<file path="config.mk">
export PLATFORM = sky130hd
export DESIGN_NAME = mem_arbiter
export DESIGN_NICKNAME = d
export VERILOG_FILES = /design/src/rtl/mem_arb_pkg.sv /design/src/rtl/mem_arb_prio.sv /design/src/rtl/mem_arbiter.sv
export SDC_FILE = /design/constraint.sdc
export NUM_CORES = 1
export LEC_CHECK = 0
export CORE_AREA = 2 2 108 110
export CTS_CLUSTER_DIAMETER = 40
export DETAILED_ROUTE_END_ITERATION = 8
export DIE_AREA = 0 0 110 112
export MAX_ROUTING_LAYER = met4
export PLACE_DENSITY = 0.81
export SLEW_MARGIN = 30
export SYNTH_ARGS = -nofsm -noshare
export SYNTH_HDL_FRONTEND = slang
export SYNTH_SLANG_ARGS = --single-unit
</file>
<file path="constraint.sdc">
create_clock -name clk -period 2.6 [get_ports clk]
set_input_delay 0.39 -clock clk [delete_from_list [all_inputs] [get_ports clk]]
set_output_delay 0.39 -clock clk [all_outputs]
set_load 0.1 [all_outputs]
</file>
<file path="src/rtl/mem_arb_pkg.sv">
// mem_arb_pkg: shared FSM/owner types and default parameters for the memory arbiter
package mem_arb_pkg;
    localparam int DEF_ADDR_W       = 32;
    localparam int DEF_DATA_W       = 32;
    localparam int DEF_STARVE_LIMIT = 4;
    typedef enum logic [1:0] {IDLE, ISSUE, RESP} state_t;
    typedef enum logic {OWN_IF, OWN_D} owner_t;
endpackage

</file>
<file path="src/rtl/mem_arb_prio.sv">
// mem_arb_prio: data-first winner selection with a bounded fetch starvation guard
module mem_arb_prio
    import mem_arb_pkg::*;
#(
    parameter int STARVE_LIMIT = DEF_STARVE_LIMIT
) (
    input  logic clk,
    input  logic rst_n,
    input  logic if_valid,
    input  logic d_valid,
    input  logic window,
    output logic grant_if,
    output logic grant_d
);
    localparam int CW = $clog2(STARVE_LIMIT + 1);
    logic [CW-1:0] starve_cnt;
    logic          starved;
    // fetch wins when alone or once data has been granted STARVE_LIMIT times in a row
    always_comb begin
        starved  = starve_cnt == CW'(STARVE_LIMIT);
        grant_if = window && if_valid && (!d_valid || starved);
        grant_d  = window && d_valid && !grant_if;
    end
    // count data grants that overtake a waiting fetch; saturate at the limit
    always_ff @(posedge clk) begin
        if (!rst_n || !if_valid || grant_if)
            starve_cnt <= '0;
        else if (grant_d && !starved)
            starve_cnt <= starve_cnt + 1'b1;
    end
endmodule

</file>
<file path="src/rtl/mem_arbiter.sv">
// mem_arbiter: shares one synchronous-read memory between fetch and load/store ports
module mem_arbiter
    import mem_arb_pkg::*;
#(
    parameter int ADDR_W       = DEF_ADDR_W,
    parameter int DATA_W       = DEF_DATA_W,
    parameter int STARVE_LIMIT = DEF_STARVE_LIMIT
) (
    input  logic                clk,
    input  logic                rst_n,
    input  logic                if_req_valid,
    output logic                if_req_ready,
    input  logic [ADDR_W-1:0]   if_addr,
    output logic                if_resp_valid,
    output logic [DATA_W-1:0]   if_rdata,
    input  logic                d_req_valid,
    output logic                d_req_ready,
    input  logic [ADDR_W-1:0]   d_addr,
    input  logic                d_we,
    input  logic [DATA_W-1:0]   d_wdata,
    input  logic [DATA_W/8-1:0] d_be,
    output logic                d_resp_valid,
    output logic [DATA_W-1:0]   d_rdata,
    output logic [ADDR_W-1:0]   mem_addr,
    output logic                mem_we,
    output logic [DATA_W-1:0]   mem_wdata,
    output logic [DATA_W/8-1:0] mem_be,
    input  logic [DATA_W-1:0]   mem_rdata
);
    localparam int BE_W = DATA_W / 8;
    state_t            state, state_nx;
    owner_t            owner_q;
    logic [ADDR_W-1:0] addr_q;
    logic              we_q;
    logic [DATA_W-1:0] wdata_q;
    logic [BE_W-1:0]   be_q;
    logic              window, grant_if, grant_d, accept, resp;

    assign window = rst_n && (state == IDLE || state == RESP);
    assign accept = grant_if || grant_d;

    mem_arb_prio #(.STARVE_LIMIT(STARVE_LIMIT)) u_prio (
        .clk      (clk),
        .rst_n    (rst_n),
        .if_valid (if_req_valid),
        .d_valid  (d_req_valid),
        .window   (window),
        .grant_if (grant_if),
        .grant_d  (grant_d)
    );

    // state register
    always_ff @(posedge clk) begin
        state <= rst_n ? state_nx : IDLE;
    end

    // next state plus handshake, response and memory-strobe outputs; reset masks everything
    always_comb begin
        state_nx      = (state == ISSUE) ? RESP : (accept ? ISSUE : IDLE);
        resp          = rst_n && state == RESP;
        if_req_ready  = grant_if;
        d_req_ready   = grant_d;
        if_resp_valid = resp && owner_q == OWN_IF;
        d_resp_valid  = resp && owner_q == OWN_D;
        if_rdata      = if_resp_valid ? mem_rdata : '0;
        d_rdata       = (d_resp_valid && !we_q) ? mem_rdata : '0;
        mem_we        = rst_n && state == ISSUE && we_q;
    end

    // capture the winning request; fetches are forced to full-word reads
    always_ff @(posedge clk) begin
        if (!rst_n) begin
            owner_q <= OWN_IF;
            addr_q  <= '0;
            we_q    <= 1'b0;
            wdata_q <= '0;
            be_q    <= '0;
        end else if (accept) begin
            owner_q <= grant_d ? OWN_D : OWN_IF;
            addr_q  <= grant_d ? d_addr : if_addr;
            we_q    <= grant_d && d_we;
            wdata_q <= grant_d ? d_wdata : '0;
            be_q    <= grant_d ? d_be : '1;
        end
    end

    assign mem_addr  = addr_q;
    assign mem_wdata = wdata_q;
    assign mem_be    = be_q;
endmodule

</file>
; ---- Word level (Yosys, flattened, before mapping)
; Cells that the tools add are included.
[totals]
register_bits = 75
in_bits = 137
output_inout_bits = 137
word_cells = 48
[classes]
n_addsub = 1
eq_ne = 3
mux = 8
n_bitwise = 2
n_reduce_logical = 26
[ops]
columns = operator, n
row1 = two-way mux 32 bit, 4
row2 = logical AND 1 bit, 13
row3 = zero test 1 bit, 6
row4 = logical OR 1 bit, 5
row5 = two-way mux 4 bit, 1
row6 = "adder 3 x 1 -> 3 bit, second input constant", 1
row7 = "== test 3 bit, second input constant", 1
row8 = "== test 2 x 1 -> 1 bit, second input constant", 1
row9 = "== test 2 bit, second input constant", 1
row10 = zero test 2 bit, 1
row11 = two-way mux 1 bit, 2
row12 = two-way mux 2 bit, 1
row13 = inverter 1 bit, 2
row14 = OR reduction 2 bit, 1

; ---- Depth between registers and ports, before layout
[depth]
word_depth = 10
mapped_depth = 7
mapped_depth_nobuf = 5

; ---- Hierarchy
; From an unflattened synthesis, not the netlist that was laid out.
[hier_totals]
hier_cells = 415
area_unflattened_um2 = 4146.5
[modules_own_cells]
columns = module, instances, cells_each, area_per_inst_um2, seq_area_each_um2
row1 = mem_arbiter, 1, 391, 3948.8, 1441.4
row2 = mem_arb_prio, 1, 24, 197.7, 60.1

; ---- Worst setup path before layout
; OpenSTA, ideal clock, no wires.
[synth_path]
kind = input port to output port
from = in rst_n
to = out if_rdata[22]
t_arrival_ns = 2.255
required_ns = 2.210
path_slack_ns = -0.045
stages = 5
n_path_buf = 2
cell_sequence = buf_2 nor2b_2 and3b_1 buf_2 and2_1
[synth_between]
elab_chain_cells = 3
[synth_lines]
columns = item, line_no
row1 = start: declaration, mem_arbiter.sv:10  ; input logic rst_n,
row2 = logical AND 1 bit, mem_arbiter.sv:60  ; resp = rst_n && state == RESP;
row3 = logical AND 1 bit, mem_arbiter.sv:63  ; if_resp_valid = resp && owner_q == OWN_IF;
row4 = net if_resp_valid, mem_arbiter.sv:14  ; output logic if_resp_valid,
row5 = two-way mux 32 bit, mem_arbiter.sv:65  ; if_rdata = if_resp_valid ? mem_rdata : '0;
row6 = end: declaration, mem_arbiter.sv:15  ; output logic [DATA_W-1:0] if_rdata,
; The timed path passes the listed nets, and every way through them passes these cells.

; ---- Worst setup path in the final report
[layout_path]
from = in rst_n
to = out d_rdata[6]
[layout_between]
elab_chain_cells = 4
[layout_lines]
columns = item, line_no
row1 = logical AND 1 bit, mem_arbiter.sv:60
row2 = logical AND 1 bit, mem_arbiter.sv:64  ; d_resp_valid = resp && owner_q == OWN_D;
row3 = logical AND 1 bit, mem_arbiter.sv:66  ; d_rdata = (d_resp_valid && !we_q) ? mem_rdata : '0;
row4 = two-way mux 32 bit, mem_arbiter.sv:66
row5 = end: declaration, mem_arbiter.sv:23  ; output logic [DATA_W-1:0] d_rdata,
; Every way passes these cells.

==> metrics <==
status=finished, final reports clean; DRT iter0 DRCs=332; grt ovf=0; crit path DAT=approximately 2 ns; setup violators final=0; root buffer cell=clkbuf_16; DRT Pass-1 Iters=5; number of max-cap violations=0; die height=between 100 and 150 um; Pwr per Cell Area=between 500 and 600 nW/um^2; maximum vdd drop=~350 uV; cell family with most CP delay=buffers and inverters; Slew Viols, Final=0; yosys warns=0; num ports=274; Longest Clk Path Bufs=2; Post-synth ARST share=0; synthesized area=about 3400 um^2; Worst-path clk slew=~0.060 ns; Post-synth EDFFs=0; number of placement rows=39; critical path class=in2out; flop2flop setup slack=about 0.9 ns; largest net degree at the start of global routing=35; CP startpoint kind=input port; Area Overhead vs Synth=108%; Port Buffers=~270; H-tree levels=3; GR Util All Layers=0.217; final hold violation count=0; flops & latches, synth=75; WL/cell=between 15 and 20 um; Post-DRT Antenna Nets=0; post-CTS setup buffers=0; total wire length=around 13000 um; top post-synthesis cells by area=dfxtp_1 (45%), and2_1 (12%), o221a_2 (9.0%); Synth top area share=0.446; slew margin rel.=0.711; Post-Syn Area per Cell=10.8 um^2; critical path's slowest cell=clkdlybuf4s50_1; Clock Sinks=75; die area=~12000 um^2; Setup TNS=0 ns; global-route wire length before repair=just under 20000 um; # nets final=716; register area share after synthesis=0.446; Syn Nets=around 450; CP Cell Sequence=clkdlybuf4s50_1, nor2b_2, and4b_1, buf_12, and2_1, buf_12; drt via density=~5; initial antenna violation count=1; Die X-Extent=roughly 110 um; Period minus WS final=around 2.4 ns; share of cells above drive strength 1=0.354; PostCTS Resize Cnt=0; core box area=~11000 um^2; worst slew pin tran=between 0.4 and 0.5 ns; CP peak stage delay=0.49 ns; Period Utilization, post-route=0.908; Synth cell types=39; DP HPWL=~11000 um; GP Congestion=around 0.80; RSZ-0062 raised after global routing=false; Critical Path Most Common Cell=buf_12; Tot Pwr=0.00382 W; CTS Buf Count=9; number of global-route vias before repair=approximately 3500; Buf/Inv on CP=3; Leakage=slightly below 3 nW; CP endpoint kind=primary output; WP data required=2.21 ns; Worst Skew=~0.0059 ns; DP Worst Slack=0.251 ns; CP max FO=32; Synth Instances=~310; Synth Flop Type=dfxtp_1; post-route setup slack=approximately 0.24 ns; DRC Markers=0; FMAX=423 MHz; CTS tree=yes; later-pin clock latency in the skew report=about 0.33 ns; Hold Path Class=reg2reg; Hold Buf Count CTS=0; Initial Util=0.301; via count of the routed design=approximately 3500; Synth area leader=dfxtp_1
[registers in the layout, summed over array words and instances, names as in the netlist]
name / count
u_prio.starve_cnt: 3
we_q: 1
owner_q: 1
state: 2
mem_addr: 32
mem_be: 4
mem_wdata: 32
[cells in the final DEF, fill, tap and decap left out, types with 3 or more instances in the layout]
| cell type | Yosys | layout |
|---|---|---|
| o221a_2 | 27 | 27 |
| dfxtp_1 | 75 | 75 |
| o221a_1 | 5 | 5 |
| o21ai_0 | 3 | 3 |
| nand3_1 | 3 | 3 |
| a32oi_1 | 3 | 3 |
| a21oi_1 | 5 | 5 |
| clkinv_4 | 0 | 3 |
| nand2_1 | 5 | 5 |
| clkbuf_16 | 0 | 9 |
| inv_1 | 3 | 3 |
| and2_1 | 65 | 56 |
| clkdlybuf4s50_1 | 0 | 136 |
| nor2b_1 | 3 | 3 |
| o21a_1 | 28 | 28 |
| buf_12 | 0 | 71 |
| buf_4 | 5 | 76 |
| a22o_1 | 33 | 33 |
| and2_2 | 0 | 9 |
[metal layers]
metal | wire length [um] | GRT usage | part of all wire
met1 | 4640 | 0.210 | 0.35
met5 | 0 | - | 0
met4 | 255 | 0.0608 | 0.019
met3 | 1280 | 0.0814 | 0.096
met2 | 7140 | 0.396 | 0.54
[worst paths after layout]
check                             from                   end  cells after the start
setup / recovery                 rst_n            d_rdata[6]                      6
setup reg to reg  u_prio.starve_cnt[0]         mem_wdata[30]                      6
hold reg to reg   u_prio.starve_cnt[1]  u_prio.starve_cnt[1]                      2
hold / removal    u_prio.starve_cnt[1]  u_prio.starve_cnt[1]                      2
[logic make-up after synthesis]
family / Yosys count / synth area share
flip-flops: 75 / 0.446
buffers and inverters: 33 / 0.0695
AO/OA/AOI/OAI: 111 / 0.298
AND/OR/NAND/NOR: 92 / 0.179
adder cells (fa/ha/maj): 2 / 0.00743
[worst reg2reg max path, stage by stage, from the launching register on]
cell and delay [ns]:
dfxtp_1 0.38, inv_1 0.06, ha_1 0.26, nand3_4 0.13, and3_4 0.23, buf_4 0.33, a22o_1 0.23
[stage by stage]
step	instance area (um^2)	util	instances	hold slack, ns
after floorplan	3380	-	313	0.426
after global placement	6690	0.599	709	0.456
after detailed placement	6690	0.599	709	0.461
after CTS	6990	0.625	725	0.476
after global routing	6990	0.626	726	0.490
final	6990	0.626	726	0.476
[area by class of cell]
class                           instances  area (um^2)
Fill cell                             911         4180
Timing Repair Buffer                  283         3350
Multi-Input combinational cell        205         1640
Sequential cell                        75         1500
Clock buffer                            9          225
Tap cell                              143          179
Clock inverter                          7         75.1
Inverter                                3         11.3
Antenna cell                            1         2.50
[report_power, final]
group	internal [W]	leakage [nW]	switching, W
Clock	0.000670	0.142	0.000528
Sequential	0.00124	0.619	0.0000527
Combinational	0.000447	2.12	0.000884
Total	0.00235	2.88	0.00146
[synthesized netlist by cell type (5+ instances only)]
master,number
a21oi_1,5
o221a_2,27
and2_1,65
o21a_1,28
buf_2,10
o221a_1,5
nand2_1,5
dfxtp_1,75
buf_4,5
buf_6,10
a22o_1,33
(Power assumes the default switching activity.)
